===== config.mk =====
export PLATFORM = sky130hd
export DESIGN_NAME = graphic_scheduler
export DESIGN_NICKNAME = d
export VERILOG_FILES = /design/src/rtl/graphic_pkg.sv /design/src/rtl/graphic_prio_enc.sv /design/src/rtl/graphic_scheduler.sv
export SDC_FILE = /design/constraint.sdc
export NUM_CORES = 1
export LEC_CHECK = 0
export CELL_PAD_IN_SITES_DETAIL_PLACEMENT = 1
export CELL_PAD_IN_SITES_GLOBAL_PLACEMENT = 1
export CORE_ASPECT_RATIO = 1.5
export CORE_MARGIN = 4
export CORE_UTILIZATION = 25
export DETAILED_ROUTE_END_ITERATION = 12
export GPL_ROUTABILITY_DRIVEN = 0
export GPL_TIMING_DRIVEN = 1
export PLACE_DENSITY_LB_ADDON = 0.2
export SKIP_CTS_REPAIR_TIMING = 1
export SKIP_LAST_GASP = 1
export SYNTH_ARGS = -nofsm -noshare
export SYNTH_HDL_FRONTEND = slang
export SYNTH_HIERARCHICAL = 1
export SYNTH_SLANG_ARGS = --single-unit

===== constraint.sdc =====
create_clock -name clk -period 2.35 [get_ports clk]
set_clock_uncertainty 0.15 [all_clocks]
set_input_delay 0.47 -clock clk [delete_from_list [all_inputs] [get_ports clk]]
set_output_delay 0.47 -clock clk [all_outputs]
set_load 0.01 [all_outputs]

===== src/rtl/graphic_pkg.sv =====
// Shared types and constants for the graphic scheduler, graphic units and line buffer.
package graphic_pkg;

    localparam int DY_W        = 12;
    localparam int SEL_W       = 4;
    localparam int N_UNITS_DEF = 4;
    localparam int LINES_DEF   = 240;
    localparam int TIMEOUT_DEF = 1023;

    typedef enum logic [2:0] {
        S_IDLE,
        S_LINE_WAIT,
        S_ISSUE,
        S_RUN,
        S_LINE_END,
        S_FRAME_END
    } state_t;

endpackage


===== src/rtl/graphic_prio_enc.sv =====
// Lowest-set-bit finder used to pick the first and the next graphic unit of a line.
module graphic_prio_enc
    import graphic_pkg::*;
#(
    parameter int N = N_UNITS_DEF
) (
    input  logic [N-1:0]     req,
    output logic [SEL_W-1:0] idx,
    output logic             valid
);

    // Scan from the top down so the lowest set bit is the last one written.
    always_comb begin
        idx   = '0;
        valid = 1'b0;
        for (int i = N - 1; i >= 0; i--) begin
            if (req[i]) begin
                idx   = SEL_W'(i);
                valid = 1'b1;
            end
        end
    end

endmodule


===== src/rtl/graphic_scheduler.sv =====
// Per-scanline dispatcher: walks the enabled graphic units in ascending order for
// every line, waits for each unit's done (or a timeout) and reports line/frame ends.
//
// state       | meaning
// S_IDLE      | waiting for frame_start
// S_LINE_WAIT | waiting for line_ready, latches unit_en into pending
// S_ISSUE     | one-cycle start pulse to unit idx, timeout counter cleared
// S_RUN       | waiting for done[idx] or timeout
// S_LINE_END  | line_done pulse, advance dy or finish the frame
// S_FRAME_END | frame_done pulse, dy back to 0
module graphic_scheduler
    import graphic_pkg::*;
#(
    parameter int N_UNITS = N_UNITS_DEF,
    parameter int LINES   = LINES_DEF,
    parameter int TIMEOUT = TIMEOUT_DEF
) (
    input  logic               clk,
    input  logic               reset,
    input  logic               frame_start,
    input  logic               line_ready,
    input  logic [N_UNITS-1:0] unit_en,
    input  logic [N_UNITS-1:0] done,
    output logic [DY_W-1:0]    dy,
    output logic [N_UNITS-1:0] start,
    output logic [SEL_W-1:0]   sel,
    output logic               line_done,
    output logic               frame_done,
    output logic               busy,
    output logic [N_UNITS-1:0] timeout_err,
    output logic               overrun
);

    localparam int CNT_W = $clog2(TIMEOUT + 1);

    state_t             state, state_nx;
    logic [N_UNITS-1:0] pending, pending_nx;
    logic [N_UNITS-1:0] idx_mask, enc_in, terr_nx;
    logic [SEL_W-1:0]   idx, idx_nx, enc_idx;
    logic               enc_valid, unit_hit;
    logic [CNT_W-1:0]   cnt, cnt_nx;
    logic [DY_W-1:0]    dy_nx;

    assign idx_mask = N_UNITS'(1) << idx;

    // In LINE_WAIT the encoder looks at the fresh enables; in RUN at what is left
    // once the current unit is retired.
    assign enc_in = (state == S_LINE_WAIT) ? unit_en : (pending & ~idx_mask);

    graphic_prio_enc #(.N(N_UNITS)) u_prio_enc (
        .req   (enc_in),
        .idx   (enc_idx),
        .valid (enc_valid)
    );

    assign start      = (state == S_ISSUE) ? idx_mask : '0;
    assign sel        = idx;
    assign line_done  = (state == S_LINE_END);
    assign frame_done = (state == S_FRAME_END);
    assign busy       = (state != S_IDLE);

    // Next-state and datapath updates for the line/unit sequencing.
    always_comb begin
        state_nx   = state;
        pending_nx = pending;
        idx_nx     = idx;
        cnt_nx     = cnt;
        dy_nx      = dy;
        terr_nx    = timeout_err;
        unit_hit   = 1'b0;
        case (state)
            S_IDLE: begin
                if (frame_start) begin
                    state_nx = S_LINE_WAIT;
                    dy_nx    = '0;
                end
            end
            S_LINE_WAIT: begin
                if (line_ready) begin
                    pending_nx = unit_en;
                    if (enc_valid) begin
                        idx_nx   = enc_idx;
                        state_nx = S_ISSUE;
                    end else begin
                        state_nx = S_LINE_END;
                    end
                end
            end
            S_ISSUE: begin
                cnt_nx   = '0;
                state_nx = S_RUN;
            end
            S_RUN: begin
                // done wins over a timeout landing on the same cycle
                if (|(done & idx_mask)) begin
                    unit_hit = 1'b1;
                end else if (cnt == CNT_W'(TIMEOUT)) begin
                    terr_nx  = timeout_err | idx_mask;
                    unit_hit = 1'b1;
                end else begin
                    cnt_nx = cnt + CNT_W'(1);
                end
                if (unit_hit) begin
                    pending_nx = pending & ~idx_mask;
                    if (enc_valid) begin
                        idx_nx   = enc_idx;
                        state_nx = S_ISSUE;
                    end else begin
                        state_nx = S_LINE_END;
                    end
                end
            end
            S_LINE_END: begin
                if (dy == DY_W'(LINES - 1)) begin
                    state_nx = S_FRAME_END;
                end else begin
                    dy_nx    = dy + DY_W'(1);
                    state_nx = S_LINE_WAIT;
                end
            end
            S_FRAME_END: begin
                dy_nx    = '0;
                state_nx = S_IDLE;
            end
            default: state_nx = S_IDLE;
        endcase
    end

    // State and datapath registers; timeout_err and overrun are sticky until reset.
    always_ff @(posedge clk) begin
        if (reset) begin
            state       <= S_IDLE;
            pending     <= '0;
            idx         <= '0;
            cnt         <= '0;
            dy          <= '0;
            timeout_err <= '0;
            overrun     <= 1'b0;
        end else begin
            state       <= state_nx;
            pending     <= pending_nx;
            idx         <= idx_nx;
            cnt         <= cnt_nx;
            dy          <= dy_nx;
            timeout_err <= terr_nx;
            if (frame_start && state != S_IDLE) begin
                overrun <= 1'b1;
            end
        end
    end

endmodule


After elaboration in Yosys (flattened, before gate mapping). Cells that the tools add are included.

Bits in registers: 38. Input port bits: 12. Output and inout port bits: 28.

Add/subtract/negate cells: 2. Equality and inequality tests: 13. Shifts and indexed selects: 1. Muxes and demuxes: 32. Bitwise gates (word level): 5. Reductions and logical operators: 12.

Operators by type and width (count): one-hot mux 12 bit (3 select lines) (1); two-way mux 4 bit (7); two-way mux 12 bit (2); two-way mux 10 bit (2); one-hot mux 10 bit (2 select lines) (1); one-hot mux 4 bit (2 select lines) (2); two-way mux 3 bit (5); one-hot mux 3 bit (5 select lines) (1); AND reduction 3 bit (5); adder 12 x 1 -> 12 bit (second input constant) (1); equality test 12 x 8 -> 1 bit (second input constant) (1); != test 2 bit (second input constant) (6); adder 10 x 1 -> 10 bit (second input constant) (1); equality test 10 bit (second input constant) (1); AND 4 bit (2); two-way mux 2 bit (4); two-way mux 1 bit (7); equality test 3 x 2 -> 1 bit (second input constant) (2); equality test 3 bit (second input constant) (2); nonzero test 3 bit (2); inverter 4 bit (1); OR 4 bit (1); nonzero test 2 bit (2); OR reduction 4 bit (1); 5 further kinds (5).

Logic depth before layout (Yosys ltp). Gate-level depths: netlist (run 1).

Word-level depth: 11. Depth in mapped cells: 10. Gate-level depth less buffers: 9.

Modules after synthesis. The synthesis (run 1) kept the hierarchy.

Modules (own cells, without submodules): graphic_scheduler (times used 1, cells an instance 256, area each 2117.0 µm², sequential area each 760.7 µm²); graphic_prio_enc (times used 1, cells an instance 10, area each 53.8 µm², sequential area each 0.0 µm²).

Least setup slack after synthesis (run 1). No wires, ideal clock.

Kind: register -> register. Start point: reg idx[1], in the netlist sel[1]. End point: reg cnt[8]. Arrival: 1708 ps. Data required time: 2072 ps. Path slack: 364 ps. Cell stages (with the launch flop): 7. Buffers on the path: 1. Cells stage by stage: dfxtp_1 -> buf_4 -> mux2i_4 -> o22ai_4 -> or4_1 -> a32oi_1 -> nor2_1.

Word-level cells in the longest chain between the ends: 5.

Ends and longest elaborated chain: start: declaration (RTL line graphic_scheduler.sv:39) `logic [SEL_W-1:0] idx, idx_nx, enc_idx;`; start signal: assignment (RTL line graphic_scheduler.sv:142) `idx <= idx_nx;`; left shift 1 x 4 -> 4 bit (RTL line graphic_scheduler.sv:44) `assign idx_mask = N_UNITS'(1) << idx;`; AND 4 bit (RTL line graphic_scheduler.sv:95) `if (|(done & idx_mask)) begin`; OR reduction 4 bit (RTL line graphic_scheduler.sv:95); != test 2 bit (no source line); AND reduction 3 bit (no source line); end signal: assignment (RTL line graphic_scheduler.sv:143) `cnt <= cnt_nx;`; end: declaration (RTL line graphic_scheduler.sv:41) `logic [CNT_W-1:0] cnt, cnt_nx;`.

Every way passes these cells. A chain may end at the register's enable or synchronous reset.

Worst setup path in the final report (run 1).
Start point: reg state[0]. End point: out start[3].

Word-level cells in the longest chain between the ends: 2.

Ends and longest elaborated chain: start: declaration (RTL line graphic_scheduler.sv:36) `state_t state, state_nx;`; start signal: assignment (RTL line graphic_scheduler.sv:140) `state <= state_nx;`; equality test 3 x 2 -> 1 bit (RTL line graphic_scheduler.sv:56) `assign start = (state == S_ISSUE) ? idx_mask : '0;`; two-way mux 4 bit (RTL line graphic_scheduler.sv:56); end: declaration (RTL line graphic_scheduler.sv:25) `output logic [N_UNITS-1:0] start,`.

Every way passes these cells.

==> results of run 1 <==
## cell type report
cell class | count | area, um2 | share of cell area [%]
clock buffer | 5 | 125 | 4.12
timing repair buffer | 67 | 626 | 20.6
sequential | 38 | 768 | 25.3
clock inverter | 2 | 10.0 | 0.330
multi-input combinational | 213 | 1360 | 44.7
tap | 107 | 134 | 4.41
inverter | 4 | 15.0 | 0.495
## worst min-delay path, stage by stage, from the launching register on
cell and delay [ns]:
dfxtp_1 0.33, a21oi_1 0.04, nor2_1 0.07
## cells in the final DEF (no fill, tap or decap), types with 2 or more instances in the layout
cell type / instances
ha_1: 2
a21oi_2: 2
xnor2_1: 12
nor4_1: 9
a21oi_1: 15
clkinv_2: 2
nor2_1: 36
dfxtp_1: 34
buf_4: 27
nand3_1: 10
or3b_4: 2
o21bai_1: 2
nor3_1: 8
clkdlybuf4s50_1: 34
dfxtp_2: 3
a22oi_1: 5
nand2_1: 24
a31oi_1: 2
and3_1: 5
a31o_2: 2
o211ai_1: 5
conb_1: 2
nor3b_1: 2
inv_1: 4
nor2b_1: 3
mux2i_1: 7
nand4_1: 6
dlymetal6s2s_1: 5
o21ai_0: 10
or4_1: 2
nand2b_1: 17
or3_1: 3
clkbuf_16: 5
## sequential cells by signal, summed over array words and instances, names as in the netlist
register,cells
timeout_err,4
pending,4
sel,4
state,3
dy,12
cnt,10
overrun,1
## power groups by stage
stage | logic, mW | clock network (mW) | registers (mW)
final | 0.320 | 0.646 | 0.678
after floorplan | 0.175 | 0 | 0.689
after global routing | 0.354 | 0.697 | 0.681
after CTS | 0.322 | 0.677 | 0.676
after global placement | 0.316 | 0 | 0.689
after detailed placement | 0.320 | 0 | 0.689
## metrics by stage
stage	cells	worst slack [ns]	utilization [%]
6_report	436	0.0282	35.8
3_3_place_gp	428	0.00431	33.6
4_1_cts	435	-0.251	35.2
3_5_place_dp	428	-0.0531	33.6
5_1_grt	436	-0.0562	35.8
2_1_floorplan	267	0.364	-
## cells by family (layout without fill, tap and decap cells)
kind of cell    count (synthesis)  in the layout  synth area share, %
simple gates                  137            137                 33.3
compound gates                 52             52                 17.4
flops                          38             38                 35.0
buf+inv                        16             78                 3.80
xor+xnor                       12             12                 4.84
mux                             8              8                 4.27
fa+ha+maj                       2              2                 1.15
other cells                     1              2                0.173
## final timing paths
path	start	endpoint	slack [ns]	cells after the start
setup reg to reg	cnt[0]	cnt[3]	0.25	7
hold / removal	overrun	overrun	0.32	2
hold reg to reg	overrun	overrun	0.32	2
setup / recovery	state[0]	start[3]	0.03	3
## metal layers
layer	up-vias	global-route usage, %	routed length (um)
li1	1070	-	-
met1	1031	14.3	2630
met2	34	25.6	3640
met3	9	2.03	161
met4	0	5.63	133
met5	-	0	0
==> results by group, run 1 <==
Power
  • Pleak: 1.16 nW
  • Pwr/cell area: 542 nW/um2
  • Switch Pwr: 0.450 mW
  • Switch share: 27.4%
  • P_int: 1.19 mW
  • Sequential group share of total power: 41.3%
  • Worst vdd ir: 0.255 mV
  • Share of power burned in combinational logic: 19.5%
  • Tot Pwr: 1.64 mW
  • Clock power share: 39.3%

Timing
  • Fin crit share: 98.8%
  • Hold Fails Final Rpt: 0
  • Hold Slack: 0.321 ns
  • Fin crit period: 2.32 ns
  • RSZ-0062 raised after global routing: true
  • Setup tns final: 0 ns
  • Worst Tran Pin Value: 0.660 ns
  • Setup Viol. Count Final: 0
  • Slew margin rel.: 55.9%
  • F_max: 431 MHz
  • Slew Viols, Final: 0

Yosys
  • Post-synth cell types: 50
  • Share of async-settable or async-resettable flops after synthesis: 0%
  • FF+latch count, synth: 38
  • Mapped Cells: 266
  • Number of synthesized flops with an enable pin: 0
  • Synthesized area: 2170 um2
  • Mean Syn Cell Area: 8.16 um2
  • Top cells by area, synth: dfxtp_1, nor2_1, nand2b_1
  • Top-count cell post-synth: dfxtp_1
  • Synth cell count leaders: dfxtp_1, nor2_1, nand2_1
  • Sequential-to-total area share from yosys stat: 35.0%
  • Main synth FF type: dfxtp_1
  • Synthesis Warnings: 6
  • Share of Yosys cell area claimed by the top area cell type: 35.0%
  • Yosys top cell by area: dfxtp_1

Global route
  • Tot GR Track Use: 13.4%
  • Vias in the first global route: 2,230
  • Grt total ovfl: 0
  • Initial antenna violation count: 0
  • Largest net degree at the start of global routing: 18
  • First-pass GRT wire length: 11,000 um

Placed design
  • Hpwl dp: 4990 um
  • IO Port Bufs: 39
  • Placed cell area: 2850 um2

Worst setup path
  • Crit path max-delay family: simple AND/OR/NAND/NOR gates
  • CP Buf/Inv Count: 1
  • Critical path's slowest cell: clkdlybuf4s50_1
  • Startpoint types: register
  • CP arrival: 1.70 ns
  • CP Capture Type: output pin
  • Crit Path Class: reg2out
  • CP max FO: 6
  • Required time of the critical path: 1.73 ns
  • Crit-path cells: or3b_4, nor2_1, clkdlybuf4s50_1
  • Largest stage delay, worst path: 0.54 ns

Drt
  • Vias: 2,144
  • First-pass DRT Iterations: 4
  • WL/cell: 15.1 um
  • Routed vias/inst: 4.92
  • DRT antenna net count: 0
  • Final wirelength: 6570 um
  • DRC violation total after the first TritonRoute iteration: 70
  • Drt drc: 0

Die
  • Std cell rows: 41
  • # IOs: 40
  • Die area: 10,300 um2
  • Core area: 8460 um2
  • Die Ht: 122 um
  • Die width: 84.1 um
  • Initial core utilization: 25.6%

Finish
  • Fillers: 1,014
  • Layout Nets: 343
  • Cell area after layout: 3030 um2
  • Layout cell share with drive strength beyond 1: 17.0%
  • Synthesis-to-finish area growth: 39.8%
  • Ant. Diodes: 0

Status
  • Status: finished, final reports clean

Clocking
  • TritonCTS clock tree: yes
  • Root Buffer: clkbuf_16
  • Worst skew pair latency: 0.28 ns
  • Clock transition at path regs: 0.06 ns
  • Max clock buf depth: 2
  • Clock Sink Count: 38
  • Num CTS Buffers: 5
  • H-tree depth: 2

Run
  • Max-cap violation count: 0

Worst hold path
  • Hold Crit Class: reg2reg
No activity file was read; power rests on OpenSTA's default activity.
==> run 2, diff against run 1 <==
--- a/config.mk
+++ b/config.mk
@@ -5,11 +5,12 @@
 export SDC_FILE = /design/constraint.sdc
 export NUM_CORES = 1
 export LEC_CHECK = 0
+export CAP_MARGIN = 20
 export CELL_PAD_IN_SITES_DETAIL_PLACEMENT = 1
 export CELL_PAD_IN_SITES_GLOBAL_PLACEMENT = 1
 export CORE_ASPECT_RATIO = 1.5
 export CORE_MARGIN = 4
-export CORE_UTILIZATION = 25
+export CORE_UTILIZATION = 38
 export DETAILED_ROUTE_END_ITERATION = 12
 export GPL_ROUTABILITY_DRIVEN = 0
 export GPL_TIMING_DRIVEN = 1
==> run 2 against run 1 <==
Net effect:
- the flow now finishes with violations (setup timing)
- highest routed layer unchanged
- register-to-register slack lost 0.03 ns
- hold slack is essentially flat
- power shrank 8.1%
- final cell count shrank 8.9%
- critical endpoint is now start[2]
- clock power shrank 18%
- final area shrank 3.8%
==> results by group, run 2 (synthesis gave the netlist of run 1 again) <==
Power
  • Worst vdd ir: 0.473 mV (was 0.255 mV)
  • Pleak: 1.10 nW (was 1.16 nW)
  • Pwr/cell area: 518 nW/um2 (was 542 nW/um2)

Timing
  • Worst Tran Pin Value: 0.796 ns (was 0.660 ns)
  • Slew margin rel.: 46.8% (was 55.9%)
  • Fin crit share: 102% (was 98.8%)
  • Hold Fails Final Rpt: 0 (unchanged)
  • Setup ws final: -0.0450 ns (was 0.0282 ns)
  • F_max: 418 MHz (was 431 MHz)
  • RSZ-0062 raised after global routing: true (unchanged)
  • Slew Viols, Final: 0 (unchanged)
  • Setup Viol. Count Final: 2 (was 0)
  • Fin crit period: 2.40 ns (was 2.32 ns)

Worst setup path
  • Crit-path cells: nor3_2, nand2_1, nor2_1, clkdlybuf4s50_1 (was or3b_4, nor2_1, clkdlybuf4s50_1)
  • Worst R2R End: dy[10] (was cnt[3])
  • Startpoint types: register (unchanged)
  • Reg2reg setup slack: 0.22 ns (was 0.25 ns)
  • CP Buf/Inv Count: 1 (unchanged)
  • CP max FO: 6 (unchanged)
  • Crit Path Class: reg2out (unchanged)
  • Critical path's slowest cell: clkdlybuf4s50_1 (unchanged)
  • R2R Path Start: state[0] (was cnt[0])
  • Crit path max-delay family: simple AND/OR/NAND/NOR gates (unchanged)
  • R2R depth: 8 (was 7)
  • CP arrival: 1.78 ns (was 1.70 ns)
  • Largest stage delay, worst path: 0.55 ns (was 0.54 ns)
  • CP Capture Type: output pin (unchanged)
  • Required time of the critical path: 1.73 ns (about the same)

Die
  • Die Ht: 101 um (was 122 um)
  • Core area: 5490 um2 (was 8460 um2)
  • Std cell rows: 33 (was 41)
  • Die width: 69.7 um (was 84.1 um)
  • # IOs: 40 (unchanged)
  • Die area: 7010 um2 (was 10,300 um2)
  • Initial core utilization: 39.5% (was 25.6%)

Finish
  • Synthesis-to-finish area growth: 34.4% (was 39.8%)
  • Commonest cells after routing, fill and taps aside: nor2_1, dfxtp_1, clkdlybuf4s50_1, nand2_1, buf_4 (was nor2_1, dfxtp_1, clkdlybuf4s50_1, buf_4, nand2_1)
  • Layout Nets: 340 (was 343)
  • Largest Register: dy (unchanged)
  • Largest registers: dy: 12 flops, cnt: 10 flops (unchanged)
  • Final std cells w/o fill: 397 (was 436)
  • Ant. Diodes: 0 (unchanged)
  • Utilization after layout: 53.1% (was 35.8%)
  • Layout cell share with drive strength beyond 1: 15.9% (was 17.0%)
  • Largest register FFs: 12 (unchanged)

Worst hold path
  • Worst hold path stage count: 2 (unchanged)
  • Hold Crit Class: reg2reg (unchanged)
  • Hold EP: timeout_err[3] (was overrun)
  • Min-delay src: timeout_err[3] (was overrun)

Global route
  • Grt met1 use: 19.7% (was 14.3%)
  • Largest net degree at the start of global routing: 17 (was 18)
  • Tot GR Track Use: 18.0% (was 13.4%)
  • Initial antenna violation count: 0 (unchanged)
  • First-pass GRT wire length: 10,300 um (was 11,000 um)
  • GR peak layer: met2 (unchanged)
  • Grt met2 use: 34.3% (was 25.6%)
  • Vias in the first global route: 2,249 (was 2,230)
  • Met3 Use GR: 3.09% (was 2.03%)
  • Grt total ovfl: 0 (unchanged)

Drt
  • Vias: 2,135 (was 2,144)
  • DRC violation total after the first TritonRoute iteration: 120 (was 70)
  • Routed vias/inst: 5.38 (was 4.92)
  • Drt drc: 0 (unchanged)
  • WL/cell: 15.1 um (about the same)
  • DRT antenna net count: 0 (unchanged)
  • First-pass DRT Iterations: 4 (unchanged)
  • Final wirelength: 5990 um (was 6570 um)

Placed design
  • DP Cell Count: 389 (was 428)
  • Hpwl dp: 4690 um (was 4990 um)
  • IO Port Bufs: 39 (unchanged)

Clocking
  • Root Buffer: clkbuf_8 (was clkbuf_16)
  • H-tree depth: 2 (unchanged)
  • Worst skew pair latency: 0.29 ns (was 0.28 ns)
  • TritonCTS clock tree: yes (unchanged)
  • Num CTS Buffers: 5 (unchanged)
  • Clock Sink Count: 38 (unchanged)
  • Max clock buf depth: 2 (unchanged)
  • Clock transition at path regs: 0.07 ns (was 0.06 ns)

Run
  • Max-cap violation count: 0 (unchanged)

Status
  • Status: finished with violations (was finished, final reports clean)
  • Failing checks: setup timing
[run 2: changes by cell type in the layout (fill, tap and decap cells not counted)]
cell / change
dfxtp_2: -1
nor3_2: +1
nor3_4: -1
dlymetal6s2s_1: -2
dfxtp_1: +2
nor3b_2: +1
clkbuf_16: -5
clkinv_2: -2
clkdlybuf4s50_1: +2
clkbuf_8: +8
buf_4: -3
nor3b_4: -1
dfxtp_4: -1
[run 2: where the power goes]
part           total, mW  internal, mW  switching [mW]
sequential         0.674         0.660          0.0148
clock              0.530         0.296           0.234
combinational      0.307         0.140           0.166
[run 2: worst register-to-register path, cell delays in order (launching register included)]
cell and delay [ns]:
dfxtp_1 0.32, buf_4 0.19, or3b_1 0.40, buf_4 0.16, nor4_4 0.28, buf_4 0.19
nor3_1 0.07, xnor2_1 0.20, nor2_1 0.06
[run 2: area by class of cell]
cell class | instances | area (um2)
Clock buffer | 8 | 110
Timing Repair Buffer | 64 | 598
Multi-Input combinational cell | 213 | 1340
Tap cell | 70 | 87.6
Fill cell | 680 | 2570
Inverter | 4 | 15.0
Sequential cell | 38 | 763
[run 2: how the worst max path moves through the flow]
stage	from	end	slack, ns	cells after the start
after floorplan	sel[1]	cnt[8]	0.36	6
after global placement	frame_start	dy[6]	-0.05	7
after detailed placement	frame_start	dy[4]	-0.12	7
after CTS	sel[3]	start[2]	-0.23	4
after global routing	sel[3]	start[0]	-0.17	4
final	sel[3]	start[2]	-0.05	4
[run 2: metal layers]
| metal | share of wire (%) | vias to the layer above |
|---|---|---|
| met1 | 41 | 1027 |
| met5 | 0 | - |
| li1 | - | 1065 |
| met3 | 2.7 | 12 |
| met4 | 2.2 | 0 |
| met2 | 54 | 31 |
[run 2: stage by stage]
step	cell area (um2)	hold WS [ns]	power (mW)	worst slack, ns	setup TNS (ns)
2_1_floorplan	2170	0.308	0.864	0.364	0
3_3_place_gp	2790	0.302	0.989	-0.0482	-0.439
3_5_place_dp	2790	0.314	0.997	-0.117	-1.02
4_1_cts	2900	0.331	1.53	-0.234	-0.897
5_1_grt	2920	0.357	1.60	-0.170	-0.450
6_report	2920	0.321	1.51	-0.0450	-0.0666
